<file path="config.mk">
export PLATFORM = sky130hd
export DESIGN_NAME = pc_sequencer
export DESIGN_NICKNAME = d
export VERILOG_FILES = /design/src/rtl/pc_sequencer.sv
export SDC_FILE = /design/constraint.sdc
export NUM_CORES = 1
export LEC_CHECK = 0
export CAP_MARGIN = 15
export CORE_MARGIN = 2
export CORE_UTILIZATION = 47
export CTS_CLUSTER_SIZE = 8
export DETAILED_ROUTE_END_ITERATION = 10
export GPL_TIMING_DRIVEN = 0
export PLACE_DENSITY = 0.82
export SYNTH_ARGS = -nofsm -noshare
export SYNTH_HDL_FRONTEND = slang
export SYNTH_SLANG_ARGS = --single-unit
export TNS_END_PERCENT = 10
</file>
<file path="constraint.sdc">
create_clock -name clk -period 2.77 [get_ports clk]
set_input_delay 0.4155 -clock clk [delete_from_list [all_inputs] [get_ports clk]]
set_output_delay 0.4155 -clock clk [all_outputs]
set_load 0.05 [all_outputs]
</file>
<file path="src/rtl/pc_sequencer.sv">
// pc_sequencer: fetch-stage program counter owner for the five-stage pipeline.
// Chooses the next PC between sequential PC+4, the EX branch target and the
// ID jump target, keeps a hold-until-ack request to instruction memory and
// issues the IF/ID and ID/EX squashes whenever the fetch stream is redirected.
module pc_sequencer #(
    parameter logic [31:0] RESET_PC = 32'h0000_0000,
    parameter int          CNT_W    = 16
) (
    input  logic             clk,
    input  logic             rst,
    input  logic             stall,
    input  logic             br_taken,
    input  logic [31:0]      br_target,
    input  logic             jmp,
    input  logic [31:0]      jmp_target,
    input  logic             if_ack,
    output logic             if_req,
    output logic [31:0]      if_addr,
    output logic [31:0]      pc,
    output logic [31:0]      pc_plus4,
    output logic             if_valid,
    output logic             flush_ifid,
    output logic             flush_idex,
    output logic [CNT_W-1:0] redirect_cnt
);

    typedef enum logic [1:0] {
        BOOT  = 2'd0,
        FETCH = 2'd1,
        DRAIN = 2'd2
    } state_e;

    state_e             state_q, state_d;
    logic [31:0]        pc_q, pc_d;
    logic [31:0]        pend_q, pend_d;
    logic [CNT_W-1:0]   cnt_q, cnt_d;

    logic               redirect;
    logic               validRaw;
    logic [31:0]        brTgt;
    logic [31:0]        jmpTgt;
    logic [31:0]        target;
    logic [31:0]        pcInc;

    // Targets are always word aligned; the low two bits are dropped on load.
    assign brTgt  = {br_target[31:2], 2'b00};
    assign jmpTgt = {jmp_target[31:2], 2'b00};
    assign target = br_taken ? brTgt : jmpTgt;
    assign pcInc  = pc_q + 32'd4;

    // Next-state, redirect selection and fetch handshake for each state.
    always_comb begin
        state_d  = state_q;
        pc_d     = pc_q;
        pend_d   = pend_q;
        cnt_d    = cnt_q;
        if_req   = 1'b0;
        validRaw = 1'b0;
        redirect = 1'b0;

        case (state_q)
            BOOT: begin
                state_d = FETCH;
            end
            FETCH: begin
                if_req   = 1'b1;
                redirect = br_taken | (jmp & ~stall);
                if (redirect) begin
                    if (if_ack) begin
                        pc_d = target;
                    end else begin
                        pend_d  = target;
                        state_d = DRAIN;
                    end
                end else if (if_ack && !stall) begin
                    pc_d     = pcInc;
                    validRaw = 1'b1;
                end
            end
            DRAIN: begin
                if_req   = 1'b1;
                redirect = br_taken;
                if (br_taken) begin
                    pend_d = brTgt;
                end
                if (if_ack) begin
                    pc_d    = br_taken ? brTgt : pend_q;
                    state_d = FETCH;
                end
            end
            default: begin
                state_d = BOOT;
            end
        endcase

        if (redirect && (cnt_q != {CNT_W{1'b1}})) begin
            cnt_d = cnt_q + {{(CNT_W-1){1'b0}}, 1'b1};
        end
    end

    // Pulse-style outputs are silenced while reset is held so a stray ack or
    // branch during reset never reaches the pipeline registers.
    assign if_valid     = validRaw & ~rst;
    assign flush_ifid   = redirect & ~rst;
    assign flush_idex   = br_taken & (state_q != BOOT) & ~rst;
    assign if_addr      = pc_q;
    assign pc           = pc_q;
    assign pc_plus4     = pcInc;
    assign redirect_cnt = cnt_q;

    // State, PC, pending target and counter registers with synchronous reset.
    always_ff @(posedge clk) begin
        if (rst) begin
            state_q <= BOOT;
            pc_q    <= RESET_PC;
            pend_q  <= 32'h0000_0000;
            cnt_q   <= '0;
        end else begin
            state_q <= state_d;
            pc_q    <= pc_d;
            pend_q  <= pend_d;
            cnt_q   <= cnt_d;
        end
    end

endmodule

</file>
After elaboration in Yosys (flattened, before gate mapping)
Index checks and enable logic that the tools add are counted.

storage, ports and cells
  register bits after elaboration = 82
  output and inout port bits = 116
  word-level logic and storage cells = 51

cells by class
  add/subtract/negate cells = 2
  equality and inequality tests = 8
  multiplexer cells = 19
  bitwise logic cells = 8
  reduce and logical (&&, ||, !) cells = 10

operators with widths
  kind                                                 number
  2-to-1 mux 32 bit                                    8
  one-hot mux 32 bit (2 select lines)                  2
  adder 32 x 3 -> 32 bit, second input constant        1
  adder 16 x 1 -> 16 bit, second input constant        1
  inequality test 16 bit, second input constant        1
  2-to-1 mux 2 bit                                     3
  inequality test 2 bit, second input constant         3
  inequality test 3 bit, second input constant         2
  one-hot mux 2 bit (3 select lines)                   1
  AND reduction 3 bit                                  2
  bitwise AND 1 bit                                    5
  2-to-1 mux 1 bit                                     4
  AND reduction 4 bit                                  1
  nonzero test 2 bit                                   2
  equality test 2 x 1 -> 1 bit, second input constant  1
  equality test 2 bit, second input constant           1
  logical AND 1 bit                                    2
  logical NOT 2 bit                                    1
  inverter 1 bit                                       2
  one-hot mux 1 bit (2 select lines)                   1
  OR reduction 2 bit                                   1
  logical NOT 1 bit                                    1
  OR 1 bit                                             1

Logic depth before layout (Yosys ltp)
  word-level depth = 6
  mapped depth = 9
  mapped depth without buffers = 7

Worst setup path after synthesis
No wires, ideal clock.

  path type = flip-flop to output port
  start point = register pc_q[6], in the netlist if_addr[6]
  end point = output pc_plus4[31]
  data arrival time = 2.720 ns
  setup slack = -0.365 ns
  cell stages (with the launch flop) = 7
  path buffers = 2
  cell sequence = dfxtp_1 -> buf_2 -> and4_1 -> buf_6 -> nand4_4 -> or4_4 -> xnor2_1

between the ends
  longest elaborated chain between the ends = 1

RTL lines
  item                      RTL line  source
  start: declaration        34        logic [31:0] pc_q, pc_d;
  start signal: assignment  120       pc_q <= pc_d;
  adder 32 x 3 -> 32 bit    49        assign pcInc = pc_q + 32'd4;
  end: declaration          20        output logic [31:0] pc_plus4,

Every way passes these cells.

Final worst setup path
Ends and elaborated chain as after synthesis.

==> impl_metrics.csv <==
group,metric,value,unit
critical_path,cp_data_required_time,2.35,ns
floorplanning,dieArea,12700,sq um
placement,dp_slack,-0.633,ns
clock_network,cts_tree,"yes",
timing,tightest_slew,1.26,ns
logic_synthesis,synthArstFlopShare,0,
critical_path,end_kind,"output port",
logic_synthesis,synth_edf_count,0,
critical_path,cpPeakStageDelay,0.59,ns
global_routing,antenna_found_initial,0,
logic_synthesis,ys_seq_elements,82,
logic_synthesis,avgSynthCellArea,7.77,sq um
clock_network,cts.sinks,82,
critical_path,cp-start-kind,"register",
timing,period_minus_slack,2.77,ns
global_routing,grt_first_pass_wirelength,34.4,mm
timing,fmax,361,MHz
final_layout,drive_gt1_frac,0.150,
final_layout,syn_to_final_growth,42.6,%
clock_network,clk_pin_slew,0.06,ns
logic_synthesis,netlist_instances,717,
critical_path,path_buf_inv,3,
floorplanning,rows,39,
critical_path,worst-r2r-cell-count,8,
timing,fin_skew,0.00676,ns
timing,hold_viol,0,
critical_path,cp_cell_sequence,"buf_4 > and4_1 > buf_6 > nand4_4 > or4_4 > xnor2_2 > buf_4",
final_layout,num-nets-final,986,
clock_network,insertion_delay,0.34,ns
critical_path,path_depth,7,
clock_network,cts_made_buffers,9,
route,ant_nets,0,
route,drc,15,
timing,drv_slew,0,
run_status,violations,"DRC, setup timing",
placement,place_congestion,0.924,
logic_synthesis,synth_cell_types,73,
timing,setup_ws,-0.00120,ns
placement,io_buffers,179,
clock_network,postCtsHoldBufs,0,
logic_synthesis,syn_nets,792,
power_and_ir_drop,max-vdd-ir-drop,0.371,mV
critical_path,path_delay_family,"simple AND/OR/NAND/NOR gates",
route,route.detailed.wl_per_inst,21.3,microns
floorplanning,dieHeight,113,microns
global_routing,grt_usage,0.343,
floorplanning,fp.coreArea,11500,sq um
final_layout,final_area,7950,sq um
power_and_ir_drop,power_density,670,nW/um^2
logic_synthesis,yosysSeqAreaShare,0.295,
floorplanning,ios,186,
final_layout,mostFrequentLayoutCells,"clkdlybuf4s50_1 (150), nor2_1 (79), dfxtp_1 (76)",
critical_path,crit_top_cell,"buf_4",
route,wl,22.6,mm
critical_path,worstPathArrival,2.36,ns
logic_synthesis,synth_area,5570,sq um
global_routing,grt_max_degree,14,
route,drt-pass1-iter-count,8,
global_routing,grt-ovfl-total,0,
timing,post-route-period-util,1.00,
global_routing,grt_pass1_vias,6246,
clock_network,clk_path_buf_depth,2,
final_layout,mostFrequentLayoutCell,"clkdlybuf4s50_1",
run_status,status,"finished with violations",
placement,dpl_cell_area,7560,sq um
logic_synthesis,synthFlopType,"dfxtp_1",
floorplanning,start_util,0.484,
clock_network,cts_root_buf,"clkbuf_16",
clock_network,h-tree-depth,3,
critical_path,criticalPathCategory,"reg -> out",
placement,dp_hpwl,16.9,mm
timing,final-setup-viol-count,1,
route,drt_iter0_drc,804,
critical_path,crit_path_top_delay_cell,"or4_4",
job,maxCapViolations,0,
floorplanning,dieWidth,113,microns
route,vias,6728,
hold_path,hold_class,"reg -> reg",
logic_synthesis,synth-warning-count,0,
timing,rsz0062_at_grt,"true",
hold_path,holdPathStages,1,
final_layout,antenna_cells,0,
power_and_ir_drop,power_leakage,3.05,nW
route,viasPerCell,6.35,
timing,slew_headroom,0.152,
critical_path,cp_max_fo,10,
-- final timing paths --
check,from,endpoint,slack (ns)
max,if_addr[6],pc_plus4[31],-0.001
min,pend_q[0],pend_q[0],0.47
max reg2reg,state_q[0],if_addr[0],0.02
min reg2reg,pend_q[0],pend_q[0],0.47
-- kinds of logic (layout without fill, tap and decap cells) --
kind of cell | after synthesis | in the layout | share of synthesized area
simple gates | 265 | 265 | 0.252
mux | 21 | 21 | 0.0397
compound gates | 210 | 210 | 0.262
fa+ha+maj | 5 | 5 | 0.0112
flops | 82 | 82 | 0.294
buf+inv | 109 | 308 | 0.101
xor+xnor | 25 | 25 | 0.0393
-- sequential cells by signal (all words and copies together) (netlist names) --
signal,flops
if_addr,32
pend_q,32
redirect_cnt,16
state_q,2
-- power by group --
group | switching, mW | internal, mW | leakage, nW | total [mW]
Clock | 0.490 | 0.815 | 0.149 | 1.31
Combinational | 1.65 | 0.860 | 2.23 | 2.51
Sequential | 0.187 | 1.32 | 0.671 | 1.51
-- timing repair --
action,in CTS,in global routing
pin swaps,2,2
endpoints found under the setup margin,30,25
setup buffers,4,1
gates resized for setup,89,33
-- through the flow --
| stage | total power, mW | hold slack, ns | TNS, ns | instances | utilization |
|---|---|---|---|---|---|
| floorplan | 3.14 | 0.457 | -0.721 | 717 | - |
| global placement | 3.99 | 0.464 | -4.96 | 1039 | 0.656 |
| detailed placement | 4.01 | 0.467 | -5.47 | 1039 | 0.656 |
| CTS | 5.28 | 0.475 | -0.544 | 1059 | 0.689 |
| global route | 5.49 | 0.482 | -0.303 | 1059 | 0.690 |
| finish | 5.32 | 0.475 | -0.00120 | 1059 | 0.690 |
-- metal layers --
layer  GRT usage  share of wire  wire length [microns]
met2       0.542           0.45                  10200
met3      0.0616           0.11                   2590
met4       0.172          0.048                   1090
met1       0.452           0.38                   8670
met5           0              0                      0
-- worst register-to-register path: cells and delay by family (launching register included) --
| family | cells | cell delay, ns |
|---|---|---|
| buffers and inverters | 2 | 0.69 |
| AOI/OAI and AO/OA | 2 | 0.62 |
| and+or+nand+nor | 3 | 0.53 |
| adders and majority gates | 1 | 0.43 |
| DFF | 1 | 0.35 |
-- area by class of cell --
type	instances	area, sq um
buffer	89	504
clock buffer	12	246
clock inverter	4	75.1
fill	965	3570
inverter	19	75.1
multi-input combinational	526	3440
sequential	82	1650
tap	143	179
timing repair buffer	184	1780
-- synth_stat cells, types with 4 or more instances --
library cell / count / area (sq um)
dfxtp_1: 82 / 1640
nor2_1: 80 / 300
nand2_1: 41 / 154
a211oi_1: 39 / 293
a21oi_1: 37 / 185
buf_4: 34 / 255
clkbuf_1: 31 / 116
o21ai_0: 29 / 145
o22ai_1: 28 / 175
nand3_1: 26 / 130
nor3_1: 25 / 125
xnor2_1: 18 / 158
inv_1: 17 / 63.8
buf_2: 16 / 80.1
nand2b_1: 15 / 93.8
mux2i_1: 12 / 120
and3_1: 10 / 62.6
o211ai_1: 10 / 75.1
and4_1: 9 / 78.8
nand4_1: 9 / 56.3
nor2b_1: 9 / 56.3
buf_1: 8 / 30.0
o31ai_1: 8 / 60.1
xor2_1: 7 / 61.3
a221oi_1: 6 / 52.6
mux2_2: 6 / 67.6
nor3b_1: 6 / 45.0
a2111oi_0: 5 / 43.8
and2_1: 5 / 31.3
ha_1: 5 / 62.6
nor4_1: 5 / 31.3
or4_1: 5 / 37.5
a22o_1: 4 / 35.0
a311oi_1: 4 / 35.0
a31oi_1: 4 / 25.0
o2bb2ai_1: 4 / 35.0
or3_1: 4 / 25.0
Note: power is estimated with default switching activity, not from simulation.
